===== src/rtl/pwm_capture.sv =====
// Measures period and high time of an asynchronous PWM input in clk cycles, one strobed result per period.
// Optional deglitch filter on the synchronized level when PWM_CAPTURE_FILTER_EN is defined.
module pwm_capture #(
  parameter int CNT_W       = 16,
  parameter int TIMEOUT     = 1024,
  parameter int SYNC_STAGES = 2
) (
  input  logic             clk,
  input  logic             reset,
  input  logic             i_enable,
  input  logic             i_pwm,
  output logic [CNT_W-1:0] o_period_cnt,
  output logic [CNT_W-1:0] o_high_cnt,
  output logic             o_valid,
  output logic             o_overflow,
  output logic             o_stuck_high,
  output logic             o_stuck_low
);

  localparam int               TMO_W    = $clog2(TIMEOUT + 1);
  localparam logic [TMO_W-1:0] TMO_LIM  = TMO_W'(TIMEOUT);
  localparam logic [TMO_W-1:0] TMO_LAST = TMO_W'(TIMEOUT - 1);
  localparam logic [CNT_W-1:0] CNT_MAX  = '1;
  localparam logic [CNT_W-1:0] CNT_ONE  = CNT_W'(1);

  typedef enum logic [1:0] {IDLE, WAIT_RISE, MEASURE} state_t;

  state_t                 state;
  logic [SYNC_STAGES-1:0] sync;
  logic                   s;
  logic                   lvl;
  logic                   lvl_prev;
  logic                   rise;
  logic [CNT_W-1:0]       period_cnt;
  logic [CNT_W-1:0]       high_cnt;
  logic                   ovf;
  logic [TMO_W-1:0]       tmo_cnt;

  always_ff @(posedge clk) begin
    if (reset) sync <= '0;
    else       sync <= {sync[SYNC_STAGES-2:0], i_pwm};
  end

  assign s = sync[SYNC_STAGES-1];

`ifdef PWM_CAPTURE_FILTER_EN
  // Level follows s only once the last three samples agree; shorter pulses never reach the counters.
  logic [1:0] s_hist;
  logic       filt;

  always_ff @(posedge clk) begin
    if (reset) begin
      s_hist <= '0;
      filt   <= 1'b0;
    end else begin
      s_hist <= {s_hist[0], s};
      filt   <= lvl;
    end
  end

  assign lvl = (s == s_hist[0] && s == s_hist[1]) ? s : filt;
`else
  assign lvl = s;
`endif

  assign rise = lvl & ~lvl_prev;

  always_ff @(posedge clk) begin
    if (reset) begin
      state        <= IDLE;
      lvl_prev     <= 1'b0;
      period_cnt   <= '0;
      high_cnt     <= '0;
      ovf          <= 1'b0;
      tmo_cnt      <= '0;
      o_period_cnt <= '0;
      o_high_cnt   <= '0;
      o_valid      <= 1'b0;
      o_overflow   <= 1'b0;
      o_stuck_high <= 1'b0;
      o_stuck_low  <= 1'b0;
    end else begin
      lvl_prev <= lvl;
      o_valid  <= 1'b0;
      if (!i_enable) begin
        state        <= IDLE;
        ovf          <= 1'b0;
        tmo_cnt      <= '0;
        o_stuck_high <= 1'b0;
        o_stuck_low  <= 1'b0;
      end else begin
        case (state)
          IDLE: begin
            state   <= WAIT_RISE;
            tmo_cnt <= '0;
          end
          WAIT_RISE, MEASURE: begin
            if (rise) begin
              // Only a rise that closes a tracked period publishes; the first one merely arms.
              if (state == MEASURE) begin
                o_period_cnt <= period_cnt;
                o_high_cnt   <= high_cnt;
                o_overflow   <= ovf;
                o_valid      <= 1'b1;
              end
              state        <= MEASURE;
              period_cnt   <= CNT_ONE;
              high_cnt     <= CNT_ONE;
              ovf          <= 1'b0;
              tmo_cnt      <= '0;
              o_stuck_high <= 1'b0;
              o_stuck_low  <= 1'b0;
            end else begin
              if (state == MEASURE) begin
                if (period_cnt == CNT_MAX) ovf <= 1'b1;
                else                       period_cnt <= period_cnt + CNT_ONE;
                if (lvl) begin
                  if (high_cnt == CNT_MAX) ovf <= 1'b1;
                  else                     high_cnt <= high_cnt + CNT_ONE;
                end
              end
              // Timer parks at the limit so the flags are raised once and then held.
              if (tmo_cnt != TMO_LIM) tmo_cnt <= tmo_cnt + TMO_W'(1);
              if (tmo_cnt == TMO_LAST) begin
                o_stuck_high <= lvl;
                o_stuck_low  <= ~lvl;
                state        <= WAIT_RISE;
              end
            end
          end
          default: state <= IDLE;
        endcase
      end
    end
  end

endmodule


===== config.mk =====
export PLATFORM = sky130hd
export DESIGN_NAME = pwm_capture
export DESIGN_NICKNAME = d
export VERILOG_FILES = /design/src/rtl/pwm_capture.sv
export SDC_FILE = /design/constraint.sdc
export NUM_CORES = 1
export LEC_CHECK = 0
export CORE_UTILIZATION = 55
export CTS_CLUSTER_DIAMETER = 120
export DETAILED_ROUTE_END_ITERATION = 10
export GPL_TIMING_DRIVEN = 0
export PLACE_DENSITY_LB_ADDON = 0.12
export REMOVE_ABC_BUFFERS = 1
export SETUP_SLACK_MARGIN = 0.1
export SYNTH_ARGS = -nofsm -noshare
export SYNTH_HDL_FRONTEND = slang
export SYNTH_SLANG_ARGS = --single-unit

===== constraint.sdc =====
create_clock -name clk -period 3.7 [get_ports clk]
set_input_delay 1.11 -clock clk [delete_from_list [all_inputs] [get_ports clk]]
set_output_delay 1.11 -clock clk [all_outputs]
set_load 0.02 [all_outputs]

Yosys cells after proc, flatten, opt, wreduce, memory -nomap -nowiden

Index checks and enable logic that the tools add are counted.

Register bits: 85
Input bits: 4
Logic and storage cells: 69

$add $sub $neg: 3
Equal/unequal tests: 10
Mux-type cells: 23
Bitwise gates (word level): 6
Reductions and logical operators: 14

Operator list:

| operator                                              | count |
|---|---|
| two-way mux 16 bit                                    | 7 |
| adder 16 x 1 -> 16 bit, second input constant         | 2 |
| equality test 16 bit, second input constant           | 2 |
| two-way mux 11 bit                                    | 2 |
| one-hot mux 11 bit (2 select lines)                   | 1 |
| adder 11 x 1 -> 11 bit, second input constant         | 1 |
| equality test 11 x 10 -> 1 bit, second input constant | 1 |
| != test 11 bit, second input constant                 | 1 |
| two-way mux 1 bit                                     | 10 |
| AND reduction 4 bit                                   | 2 |
| nonzero test 2 bit                                    | 4 |
| != test 3 bit, second input constant                  | 2 |
| AND reduction 2 bit                                   | 3 |
| NOT 1 bit                                             | 5 |
| AND reduction 5 bit                                   | 1 |
| two-way mux 2 bit                                     | 2 |
| != test 2 bit, second input constant                  | 2 |
| one-hot mux 2 bit (2 select lines)                    | 1 |
| OR reduction 2 bit                                    | 2 |
| OR reduction 4 bit                                    | 1 |
| equality test 2 x 1 -> 1 bit, second input constant   | 1 |
| equality test 2 bit, second input constant            | 1 |
| logical NOT 2 bit                                     | 1 |
| bitwise AND 1 bit                                     | 1 |

Depth between registers and ports, before layout

Gate-level depths: netlist of the first run.

Depth in word-level cells: 6
Mapped depth: 9

Least setup slack after synthesis of the first run

No wires, ideal clock.

Path kind: input to register
Start: input i_enable
End: register high_cnt[8]
Arrival time: 2.251 ns
Data required time: 3.631 ns
Slack: 1.380 ns
Stages on the path: 6
Path buffers: 1
Cells stage by stage: and2_1 nand4_1 a211o_1 buf_6 or3_1 o21ai_1

Cells in the longest elaborated chain, start to end: 1

RTL lines:

| element                              | line | text |
|---|---|---|
| start: declaration                   | 10   | `input logic i_enable,` |
| AND reduction 5 bit (no source line) | n/a  |  |
| end signal: assignment               | 119  | `else high_cnt <= high_cnt + CNT_ONE;` |
| end: declaration                     | 35   | `logic [CNT_W-1:0] high_cnt;` |

No other way between the ends.
A chain may end at the register's enable or synchronous reset.

Worst setup path in the final report of the first run

Start: input reset
End: register tmo_cnt[9]

Cells in the longest elaborated chain, start to end: 1

RTL lines:

| element                             | line | text |
|---|---|---|
| start: declaration                  | 9    | `input logic reset,` |
| OR reduction 2 bit (no source line) | n/a  |  |
| end signal: assignment              | 123  | `if (tmo_cnt != TMO_LIM) tmo_cnt <= tmo_cnt + TMO_W'(1);` |
| end: declaration                    | 37   | `logic [TMO_W-1:0] tmo_cnt;` |

No other way between the ends.

==> metrics.md, run 1 <==
| Metric | Value |
|---|---|
| Die Height | 85.1 um |
| Yosys Warn Count | 0 |
| Syn avg cell area | ~8.3 sq um |
| Ant. Diodes | 0 |
| RSZ-0062 raised after global routing | false |
| Antenna violations before repair | 0 |
| Pre-Repair DR Iteration Count | 4 |
| Fin crit period | slightly above 3000 ps |
| CTS tree | yes |
| HPWL Detailed | 5220 um |
| Post-Synth Simple-Gate Area | 27.6% |
| Routability Congestion | 0.825 |
| I/O pin count | 40 |
| # fillers | 523 |
| Clk slew on worst S/H paths | approximately 80 ps |
| Slew HR | 14.4% |
| CTS Sinks | 85 |
| Leading area contributor after synthesis | dfxtp_1 |
| Total gr overflow | 0 |
| CP Capture Type | flip-flop |
| Worst setup path class | in2reg |
| Post-synthesis mux area share | less than 1% |
| Synth area leaders | dfxtp_1 45%, nand2_1 9.2%, a21oi_1 6.2% |
| Setup-failing EPs final | 0 |
| Largest family of logic cells by synthesized area | simple AND/OR/NAND/NOR gates |
| Final Hold Viols | 0 |
| Worst Hold End | o_period_cnt[8] |
| HP Start | o_period_cnt[8] |
| Core Region | 0.00649 sq mm |
| Commonest cells post-synth | 93 x nand2_1, 85 x dfxtp_1, 47 x a21oi_1, 25 x nor2_1, 23 x nand3_1 |
| Post-synth EDFFs | 0 |
| Initial DRC count | 171 |
| R2R Path End | o_period_cnt[1] |
| Wire length per cell | ~14 um |
| Xor/xnor share of the synthesized area | 3.92% |
| DP Area | 0.00417 sq mm |
| Core Rows | 29 |
| Mapped cell area | about 0.0038 sq mm |
| Root Driver | clkbuf_8 |
| Post-synth top area share | 44.8% |
| Post-Synthesis Cells | 457 |
| Final Non-Filler Cells | between 500 and 600 |
| Top FF cell, synth | dfxtp_1 |
| Crit path max-delay cell type | buf_2 |
| Layout cells sized above 1 | 6.50% |
| CP startpoint | reset |
| Hold Path Stages | 2 |
| Worst path arrival time | 3310 ps |
| Leakage | 1.41 nW |
| Cts hold-fix bufs | 0 |
| Final period util | about 83% |
| Netlist cell types | 54 |
| Cells along the critical path | buf_2 -> clkinv_1 -> nand2_1 -> a21oi_1 -> o21ai_1 -> nor2_1 |
| Post-DRT Antenna Nets | 0 |
| Initial Util | 58.5% |
| Nets | 499 |
| Post-layout total power | around 1.6 mW |
| Adder and majority cell fraction of the synthesized area | roughly 2.6% |
| Cell Pwr Density | ~370 mW/mm^2 |
| R2R Path Start | sync[1] |
| Top-count cell post-synth | nand2_1 |
| Final setup TNS | 0 ps |
| Largest net degree at the start of global routing | between 40 and 50 |
| Max IR drop VDD | approximately 0.00019 V |
| Slew Limit Fails | 0 |
| Die Wd | about 85 um |
| Worst Path Buf+Inv | 2 |
| Routed vias | 3337 |
| CTS buffer count | 9 |
| Seq/Total Area, Yosys | 44.8% |
| CTS max path bufs | 2 |
| Worst path required time | a little under 4000 ps |
| Worst-margin pin slew | 1270 ps |
| Startpoint Class | input port |
| Critical path's top delay family | buffers and inverters |
| Compound-Gate Fraction of Synth Area | 16.3% |
| Flop and latch count out of synthesis | 85 |
| Max FO, Critical Path | 46 |
| Clk_lat worst skew | 360 ps |
| Post-CTS setup buffer count | 0 |
| Fin Clk Skew | 7.76 ps |
| Async SR Flop Fraction | 0% |
| Post-CTS Resized | 0 |
| R2R Setup Slk | between 1000 and 1500 ps |
| Final instance area | 0.00440 sq mm |
| Placed cells | ~550 |
| GRT Total Usage | ~24% |
| Status | finished, final reports clean |
| H-tree Lvls | 3 |
| Routed Wire Length | 7940 um |
| CP max stage delay | 630 ps |
| First-pass GRT wire length | 14000 um |
| Drt drc | 0 |
| DIE AREA | a little over 0.007 sq mm |
| Hold Crit Class | reg2reg |
| Max cap viols | 0 |
| Via count of the first global-routing pass | 3061 |
| Routed vias/inst | about 6 |
| Port Buffers | 39 |
| R2R depth | 4 |
| P&R area growth vs syn | 15.8% |
| FMAX | 324 MHz |
[per-stage QoR]
stage	setup slack [ps]	hold WS, ps	utilization, %
final	615	454	67.7
after global routing	317	472	67.7
after CTS	406	456	67.3
after detailed placement	203	445	64.2
after global placement	-956	417	64.2
after floorplan	1390	414	-
[area by class of cell]
class	count	area [sq um]	share of cell area, %
Timing Repair Buffer	40	413	9.39
Clock inverter	5	60.1	1.37
Sequential cell	85	1700	38.7
Inverter	15	56.3	1.28
Clock buffer	11	141	3.21
Multi-Input combinational cell	336	1930	43.9
Tap cell	77	96.3	2.19
[state kept, by name, indices dropped and copies added (netlist names)]
register      count
o_overflow        1
tmo_cnt          11
o_high_cnt       16
o_stuck_high      1
sync              2
o_valid           1
lvl_prev          1
o_period_cnt     16
ovf               1
high_cnt         16
period_cnt       16
state             2
o_stuck_low       1
[where the power goes]
part	total, mW	leakage, nW	switching [mW]	internal (mW)
registers	0.919	0.685	0.00298	0.916
clock network	0.665	0.0995	0.334	0.332
logic	0.0459	0.624	0.0345	0.0114
[cell families (layout without fill, tap and decap cells)]
kind of cell    Yosys count  count (layout)
simple gates            210             210
compound gates          100             100
flops                    85              85
buf+inv                  36              71
xor+xnor                 17              17
fa+ha+maj                 8               8
mux                       1               1
[routing by layer]
metal / global-route usage (%) / vias to the layer above / share of wire (%)
met5: 0 / - / 0
met4: 10.6 / 0 / 1.4
met3: 4.57 / 10 / 5.5
met2: 37.8 / 90 / 46
met1: 32.3 / 1552 / 48
li1: - / 1685 / -
[placed cells by master, fill, tap and decap left out, drive strengths merged, types with 10 or more instances in the layout]
cell / synthesis / routed
nand4: 10 / 10
nand2: 93 / 93
nor2: 25 / 25
clkbuf: 10 / 11
o21ai: 10 / 10
nand3: 23 / 23
clkdlybuf4s50: 0 / 38
nor3: 11 / 11
dfxtp: 85 / 85
a21oi: 47 / 47
nor4: 10 / 10
inv: 14 / 14
[worst min-delay path: stages (launching register included)]
cell	delay, ps
dfxtp_1	310
nand2_1	50
a21oi_1	50
[how the worst max path moves through the flow]
stage | endpoint | slack (ps) | cells past startpoint
global placement | tmo_cnt[2] | -960 | 6
floorplan | high_cnt[8] | 1390 | 5
detailed placement | tmo_cnt[9] | 200 | 6
finish | tmo_cnt[9] | 610 | 6
CTS | o_high_cnt[13] | 410 | 4
global route | tmo_cnt[9] | 320 | 6
(Power assumes the default switching activity.)
==> run 2: changes to the inputs <==
==> constraint.sdc (replaced) <==
create_clock -name clk -period 3 [get_ports clk]
set_input_delay 0.9 -clock clk [delete_from_list [all_inputs] [get_ports clk]]
set_output_delay 0.9 -clock clk [all_outputs]
set_load 0.02 [all_outputs]
==> run 2 against run 1 <==
  * Die area is the same
  * Cell area down 0.46%
  * Register-to-register slack got worse by 740 ps
  * Clock skew about the same
  * Setup slack lost 250 ps
  * Largest cell class unchanged
  * Largest power group unchanged
==> metrics.md, run 2 (synthesis results as in run 1) <==
| Metric | Value |
|---|---|
| Logic pwr share | 2.8% (about the same) |
| First-pass GRT wire length | 14000 um (-0.20%) |
| CP Capture Type | flip-flop |
| Area of the multi-input gates | 0.00194 sq mm (+0.26%) |
| Routed vias/inst | 5.86 (about the same) |
| Fin crit period | around 2600 ps |
| Worst-margin pin slew | 1260 ps (-7.43 ps) |
| Cell Pwr Density | 459 mW/mm^2 (+24%) |
| Port Buffers | 39 (unchanged) |
| Clk_lat worst skew | 360 ps (about the same) |
| Routability Congestion | 0.825 (unchanged) |
| CTS tree | yes |
| Slew Limit Fails | 0 (unchanged) |
| Worst setup path class | in2reg |
| Routed Wire Length | 7900 um (-0.47%) |
| FMAX | 380 MHz |
| Antenna violations before repair | 0 (unchanged) |
| # fillers | 525 (+0.38%) |
| Worst path required time | 3250 ps (-680 ps) |
| Final Hold Viols | 0 (unchanged) |
| Reg area | 0.00170 sq mm (unchanged) |
| CTS buffer count | 9 (unchanged) |
| Clock share of power | 40.7% (about the same) |
| Worst path arrival time | 2880 ps (-430 ps) |
| Clk slew on worst S/H paths | 80 ps (about the same) |
| Sw Pwr | 0.456 mW (+23%) |
| Die Wd | 85.1 um (unchanged) |
| Nets | 498 (-0.20%) |
| Sequential power share | 56.4% (about the same) |
| Layout Utilization | 67.4% (-0.31 points) |
| Pint | 1.55 mW (+23%) |
| DP Area | 0.00417 sq mm (unchanged) |
| Layout cells sized above 1 | 6.52% (+0.013 points) |
| Root Driver | clkbuf_8 |
| I/O pin count | 40 (unchanged) |
| Startpoint Class | input port |
| Total gr overflow | 0 (unchanged) |
| Commonest non-fill, non-tap cell in the layout | nand2_1 |
| Die Height | 85.1 um (unchanged) |
| Ant. Diodes | 0 (unchanged) |
| Final period util | 87.8% |
| Core Region | 0.00649 sq mm (unchanged) |
| Initial Util | 58.5% (unchanged) |
| CTS Sinks | 85 (unchanged) |
| Max FO, Critical Path | 12 (-74%) |
| Status | finished, final reports clean |
| Largest net degree at the start of global routing | 47 (unchanged) |
| Most frequent cells in the layout | 93 x nand2_1, 85 x dfxtp_1, 47 x a21oi_1, 38 x clkdlybuf4s50_1, 25 x nor2_1 |
| Setup-failing EPs final | 0 (unchanged) |
| Routed vias | 3331 (-0.18%) |
| Via count of the first global-routing pass | 3051 (-0.33%) |
| Post-DRT Antenna Nets | 0 (unchanged) |
| Max IR drop VDD | 0.000231 V (+24%) |
| Hold Crit Class | reg2reg |
| Drt drc | 0 (unchanged) |
| Fin Clk Skew | 8.25 ps (+0.488 ps) |
| DIE AREA | 0.00724 sq mm (unchanged) |
| CTS max path bufs | 2 (unchanged) |
| Pre-Repair DR Iteration Count | 4 (unchanged) |
| Core Rows | 29 (unchanged) |
| Cts hold-fix bufs | 0 (unchanged) |
| Slew HR | 14.9% (+0.50 points) |
| Max cap viols | 0 (unchanged) |
| P&R area growth vs syn | 15.3% |
| GRT Total Usage | 24.0% (-0.042 points) |
| Fin Hold WS | 454 ps (+0.191 ps) |
| RSZ-0062 raised after global routing | false |
| H-tree Lvls | 3 (unchanged) |
| Sw Ratio | 22.7% (-0.089 points) |
| Final setup TNS | 0 ps (unchanged) |
| Leakage | 1.40 nW (-0.94%) |
| Wire length per cell | 13.9 um (-0.29%) |
| Initial DRC count | 187 (+9.4%) |
| HPWL Detailed | 5220 um (unchanged) |
| Final instance area | 0.00438 sq mm (-0.46%) |
[run 2: power groups by stage]
stage / sequential, mW / clock [mW] / combinational [mW]
floorplan: 1.16 / 0 / 0.0316
detailed placement: 1.16 / 0 / 0.0556
finish: 1.13 / 0.818 / 0.0571
global placement: 1.16 / 0 / 0.0550
global route: 1.13 / 0.882 / 0.0641
CTS: 1.13 / 0.837 / 0.0562
[run 2: path summary, 6_finish.rpt]
| path | startpoint | endpoint | slack, ps | cells past startpoint |
|---|---|---|---|---|
| max | i_enable | period_cnt[3] | 370 | 5 |
| min | o_period_cnt[8] | o_period_cnt[8] | 450 | 2 |
| max reg2reg | sync[1] | o_period_cnt[1] | 390 | 4 |
| min reg2reg | o_period_cnt[8] | o_period_cnt[8] | 450 | 2 |
[run 2: cell type report]
class                      count  share of cell area, %
inverter                      15                   1.29
multi-input combinational    336                   44.2
timing repair buffer          39                   8.86
clock inverter                 5                   1.37
clock buffer                  11                   3.23
sequential                    85                   38.9
tap                           77                   2.20
[run 2: per-layer routing]
layer  global-route usage [%]  vias up  wire length (um)
li1                         -     1686                 -
met1                     32.3     1541              3760
met2                     37.6       90              3600
met3                     4.57       14               378
met4                     10.6        0               158
met5                        0        -                 0
[run 2: through the flow]
stage,std cells,setup slack (ps),power [mW]
final,568,365,2.01
after global routing,568,156,2.08
after CTS,568,122,2.03
after detailed placement,552,-287,1.22
after global placement,552,-1450,1.22
after floorplan,436,754,1.19
[run 2: critical path, stage by stage]
cell and delay (ps):
clkdlybuf4s50_1 590, nand2_1 100, o21ai_0 990, or4_1 250, nand2_1 50
[run 2: timing repair]
action | in CTS | in global routing
endpoints found under the setup margin | 34 | 12
resized for setup | 2 | 1
buffers inserted | 0 | 0
